===== src/rtl/prog_delay_line.sv =====
// Runtime-programmable, enable-gated delay line: circular buffer of C_MAX_DELAY
// entries, each sample re-emitted exactly D enabled ticks after it was written.
module prog_delay_line #(
  parameter int unsigned C_DATA_WIDTH    = 310,
  parameter int unsigned C_MAX_DELAY     = 16,
  parameter int unsigned C_DEFAULT_DELAY = 5,
  parameter int unsigned C_CFG_W         = $clog2(C_MAX_DELAY + 1)
) (
  input  logic                    clk,
  input  logic                    reset,
  input  logic                    en,
  input  logic [C_DATA_WIDTH-1:0] data_in,
  input  logic                    valid_in,
  input  logic                    cfg_wr,
  input  logic [C_CFG_W-1:0]      cfg_delay,
  output logic [C_DATA_WIDTH-1:0] data_out,
  output logic                    valid_out,
  output logic [C_CFG_W-1:0]      cur_delay,
  output logic                    primed
);

  localparam int unsigned PTR_W = (C_MAX_DELAY > 1) ? $clog2(C_MAX_DELAY) : 1;

  logic [C_DATA_WIDTH-1:0] mem [C_MAX_DELAY];
  logic [C_MAX_DELAY-1:0]  vflags;
  logic [PTR_W-1:0]        wr_ptr;
  logic [PTR_W-1:0]        wr_ptr_nxt;
  logic [PTR_W-1:0]        rd_ptr;
  logic [C_CFG_W-1:0]      fill_cnt;
  logic [C_CFG_W-1:0]      cfg_clamped;
  logic                    tick;

  logic [C_CFG_W:0] back;
  logic [C_CFG_W:0] wr_ext;
  logic [C_CFG_W:0] rd_ext;

  assign tick   = en & ~reset & ~cfg_wr;
  assign primed = (fill_cnt == cur_delay);

  // Read index = (wr_ptr - (D-1)) mod depth; explicit wrap keeps it correct
  // for depths that are not a power of two.
  always_comb begin
    back   = (C_CFG_W + 1)'(cur_delay) - (C_CFG_W + 1)'(1);
    wr_ext = (C_CFG_W + 1)'(wr_ptr);
    if (wr_ext >= back) rd_ext = wr_ext - back;
    else                rd_ext = wr_ext + (C_CFG_W + 1)'(C_MAX_DELAY) - back;
    rd_ptr = rd_ext[PTR_W-1:0];
  end

  always_comb begin
    if (wr_ptr == PTR_W'(C_MAX_DELAY - 1)) wr_ptr_nxt = '0;
    else                                   wr_ptr_nxt = wr_ptr + PTR_W'(1);
  end

  always_comb begin
    if (cfg_delay == '0)                          cfg_clamped = C_CFG_W'(1);
    else if (cfg_delay > C_CFG_W'(C_MAX_DELAY))   cfg_clamped = C_CFG_W'(C_MAX_DELAY);
    else                                          cfg_clamped = cfg_delay;
  end

  // Data storage: plain RAM, never cleared.
  always_ff @(posedge clk) begin
    if (tick) mem[wr_ptr] <= data_in;
  end

  always_ff @(posedge clk) begin
    if (reset) begin
      wr_ptr    <= '0;
      vflags    <= '0;
      fill_cnt  <= '0;
      cur_delay <= C_CFG_W'(C_DEFAULT_DELAY);
      data_out  <= '0;
      valid_out <= 1'b0;
    end else if (cfg_wr) begin
      cur_delay <= cfg_clamped;
      vflags    <= '0;
      fill_cnt  <= '0;
      valid_out <= 1'b0;
    end else if (en) begin
      vflags[wr_ptr] <= valid_in;
      wr_ptr         <= wr_ptr_nxt;
      if (fill_cnt != cur_delay) fill_cnt <= fill_cnt + C_CFG_W'(1);
      // Same-address read (D=1) sees this tick's write.
      if (rd_ptr == wr_ptr) begin
        data_out  <= data_in;
        valid_out <= valid_in;
      end else begin
        data_out  <= mem[rd_ptr];
        valid_out <= vflags[rd_ptr];
      end
    end
  end

endmodule

===== config.mk =====
export PLATFORM = sky130hd
export DESIGN_NAME = prog_delay_line
export DESIGN_NICKNAME = d
export VERILOG_FILES = /design/src/rtl/prog_delay_line.sv
export SDC_FILE = /design/constraint.sdc
export NUM_CORES = 2
export LEC_CHECK = 0
export BUFFER_PORTS_ARGS = -buffer_cell sky130_fd_sc_hd__clkbuf_2
export CAP_MARGIN = 15
export CORE_UTILIZATION = 40
export CTS_CLUSTER_DIAMETER = 200
export DETAILED_ROUTE_END_ITERATION = 12
export GPL_ROUTABILITY_DRIVEN = 0
export PLACE_DENSITY_LB_ADDON = 0.15
export SYNTH_ARGS = -nofsm -noshare
export SYNTH_HDL_FRONTEND = slang
export SYNTH_MEMORY_MAX_BITS = 65536
export SYNTH_SLANG_ARGS = --single-unit

===== constraint.sdc =====
create_clock -name clk -period 30.5 [get_ports clk]
set_input_delay 3.05 -clock clk [delete_from_list [all_inputs] [get_ports clk]]
set_output_delay 3.05 -clock clk [all_outputs]
set_load 0.01 [all_outputs]

==> summary.md <==
| Metric | Value |
|---|---|
| GRT Util Overall | between 20% and 30% |
| Ys async rst share | 0% |
| Final ANT Viol Nets | 0 |
| Fillers | approximately 42000 |
| Die area | between 500000 and 600000 um2 |
| Reg clk slew, reported paths | roughly 0.060 ns |
| Ranking of synthesized cells by area | edfxtp_1 74%, mux4_2 14%, dfxtp_1 3.4% |
| Chip Height | 712 um |
| Crit path max-delay family | buffers and inverters |
| CP Buf/Inv Count | 8 |
| Reg2Reg Capture Point | data_out[188] |
| Root buf cell | clkbuf_16 |
| Post-synth EDFFs | a little under 5000 |
| Setup violators final | 0 |
| Post-CTS setup buffer count | 0 |
| Slowest stage cell, crit path | fa_4 |
| Fin. max-slew vios | 0 |
| Max Root-Sink Buffers | 4 |
| WL per Instance | about 31 um |
| Main synth FF type | edfxtp_1 |
| Initial DRC Count | about 8900 |
| GRT overflow | 0 |
| Sequential-to-total area share from yosys stat | 77.3% |
| Hold_buf cts | 0 |
| Static Leak | 74.5 nW |
| Buffers on Ports | roughly 640 |
| DPL Wire Length | roughly 270000 um |
| Antenna violations before repair | roughly 120 |
| Post-synth top area share | roughly 74% |
| Crit path top cell by count | buf_4 |
| Unrepaired setup endpoints after global routing | no |
| Cell taking the most area after synthesis | edfxtp_1 |
| Clock tree sinks | roughly 5300 |
| VDD IR-drop max | between 0.06 and 0.07 mV |
| CTS H-tree lvls | 6 |
| # rows | between 200 and 300 |
| Worst Hold Path Cells | 2 |
| MaxCap Viol Count | 0 |
| Vias in the first global route | between 100k and 150k |
| Routed WL | 527000 um |
| Starting Density | roughly 40% |
| Seq cells post-synth | between 5000 and 6000 |
| Non-Filler Instances | approximately 17000 |
| Multi-input logic area | about 44000 um2 |
| TritonCTS clock tree | done |
| Die Wd | just over 700 um |
| Cells after DPL | 15900 |
| R2R depth | 14 |
| Fmax | around 120 MHz |
| Pwr/cell area | 73.2 nW/um2 |
| Share of cells above drive strength 1 | 31.5% |
| Mapped Area | 201000 um2 |
| Synth cell types | 49 |
| Startpoint types | flip-flop |
| Pre-Repair DR Iteration Count | 5 |
| Crit Path Category | reg -> reg |
| CP Data Arrival Time | ~9 ns |
| Fin Hold WS | about 0.48 ns |
| Register area | around 160000 um2 |
| CP peak stage delay | around 1.3 ns |
| Critical-path cell list | inv_1, ha_1, inv_1, fa_4, buf_4, buf_4, buf_4, buf_4, buf_4, buf_4, mux4_2, mux2i_1, mux2_2, o21ai_1 |
| Worst slew pin tran | roughly 1.2 ns |
| Post-synth net total | a little over 9000 |
| PnR Total Power | ~0.017 W |
| Pin count of the biggest net entering global routing | between 100 and 150 |
| Post-Syn Instances | around 8900 |
| R2R Path Start | cur_delay[0] |
| Core area | 502000 um2 |
| Hold_sp | vflags[15] |
| Post-layout util | 46.2% |
| CTS buffer count | between 500 and 600 |
| Nets | 10100 |
| Synth warn | 0 |
| Worst Hold Class | reg -> reg |
| Mean number of vias per cell | 5.66 |
| Clock Latency Late Sink | approximately 1.0 ns |
| First-pass GRT wire length | between 700000 and 800000 um |
| Vias | between 90000 and 100k |
| R2R setup slack | 22.47 ns |
| Hold Crit Endpoint | vflags[15] |
| Area growth syn-to-layout | 15.0% |
| Post-CTS resize count | 0 |
| Status | finished, final reports clean |
| I/O Pins | about 640 |
| Layout Skew | approximately 0.050 ns |
| CP Capture Type | flip-flop |
| Synthesized area per cell | 22.7 um2 |
| Period Utilization, post-route | 26.3% |
| DRC errors left | 0 |
| Fin Setup TNS | 0 ns |
| Min cycle time layout | 8.03 ns |
| Top fanout value on the critical path | 58 |
| Slew HR | between 20 and 25% |
| Final hold violation count | 0 |
| WP data required | 31.37 ns |
## cells in the mapped netlist (2+ instances only)
cell      count
nor3_1        5
a21o_1       72
a22oi_1     240
clkbuf_1    236
o221ai_1      2
or2_2         2
buf_1        31
nand2b_1      2
nand3_1       5
xor2_1        5
mux2_2      239
mux4_2     1244
mux2i_1     624
xnor2_1       6
buf_2       243
nand4_1       8
a21oi_1      23
o21ai_0      20
nand2_1      94
o21ai_1     238
o211ai_1     74
nor2_1       36
ha_1         10
buf_6         7
and3_1        3
o221ai_2     70
edfxtp_1   4960
a211oi_1      2
dfxtp_1     341
inv_1         7
## state kept, by name, indices dropped and copies added (netlist names)
register   count
mem         4960
data_out     310
vflags        16
cur_delay      5
fill_cnt       5
wr_ptr         4
valid_out      1
## cell usage in the layout (no fill, tap or decap), types with 13 or more instances in the layout
cell	n
clkbuf_8	43
a22oi_1	240
mux2_2	239
clkbuf_1	175
a21oi_1	23
clkbuf_2	635
o21ai_0	20
edfxtp_1	4960
dfxtp_1	341
diode_2	32
clkinv_2	79
mux4_2	1244
clkinv_16	21
inv_16	14
nand2_1	92
buf_4	178
nor2_1	23
clkbuf_16	581
mux2i_1	624
buf_12	31
nor2_4	13
o211ai_1	74
a21o_1	72
bufinv_16	31
clkinv_1	84
o221ai_2	70
o21ai_1	238
## worst register-to-register path: stages, from the launching register on
cell and delay, ns:
dfxtp_1 0.50, inv_1 0.16, ha_1 0.34, inv_1 0.06
fa_4 1.25, buf_4 0.95, buf_4 0.74, buf_4 0.63
buf_4 0.78, buf_4 0.81, buf_4 0.80, mux4_2 0.45
mux2i_1 0.16, mux2_2 0.18, o21ai_1 0.06
## routing by layer
| metal | vias to the layer above | GRT usage (%) | routed length [um] |
|---|---|---|---|
| li1 | 39600 | - | - |
| met4 | 60 | 4.39 | 10300 |
| met2 | 2873 | 32.8 | 251000 |
| met3 | 781 | 3.87 | 32400 |
| met5 | - | 0 | 388 |
| met1 | 52700 | 29.4 | 233000 |
## worst max path at each step
stage,to,from,slack (ns),depth (start not counted)
CTS,data_out[262],cur_delay[0],22.35,14
finish,data_out[188],cur_delay[0],22.47,14
global route,data_out[188],cur_delay[0],22.06,14
global placement,mem[9][123],reset,22.24,8
detailed placement,mem[9][123],reset,22.16,8
floorplan,mem[3][0],en,4.60,3
## cells by family (layout without fill, tap and decap cells)
group                    Yosys count  in the layout  share of synthesized area, %
multiplexers                    2107           2107                          18.3
AO/OA/AOI/OAI                    748            748                          2.71
AND/OR/NAND/NOR                  163            163                         0.342
buffers and inverters            524           1910                          1.15
XOR/XNOR                          14             14                        0.0789
other                              0             32                             0
adder cells (fa/ha/maj)           11             11                        0.0720
flip-flops                      5301           5301                          77.3
## report_power, final
group / switching [W] / internal [W]
combinational: 0.00109 / 0.000910
clock: 0.00291 / 0.00393
sequential: 0.0000831 / 0.00803
## metrics by stage
stage / worst slack [ns] / cell area (um2)
global placement: 22.24 / 213000
global route: 22.06 / 232000
detailed placement: 22.16 / 213000
finish: 22.47 / 232000
floorplan: 4.60 / 201000
CTS: 22.35 / 232000
## cell type report
class	instances	share of cell area (%)
sequential	5301	67.2
inverter	7	0.0113
tap	6681	3.61
multi-input combinational	3043	18.8
antenna	32	0.0346
clock buffer	799	6.81
clock inverter	260	1.25
timing repair buffer	844	2.22
No activity file was read; power rests on OpenSTA's default activity.
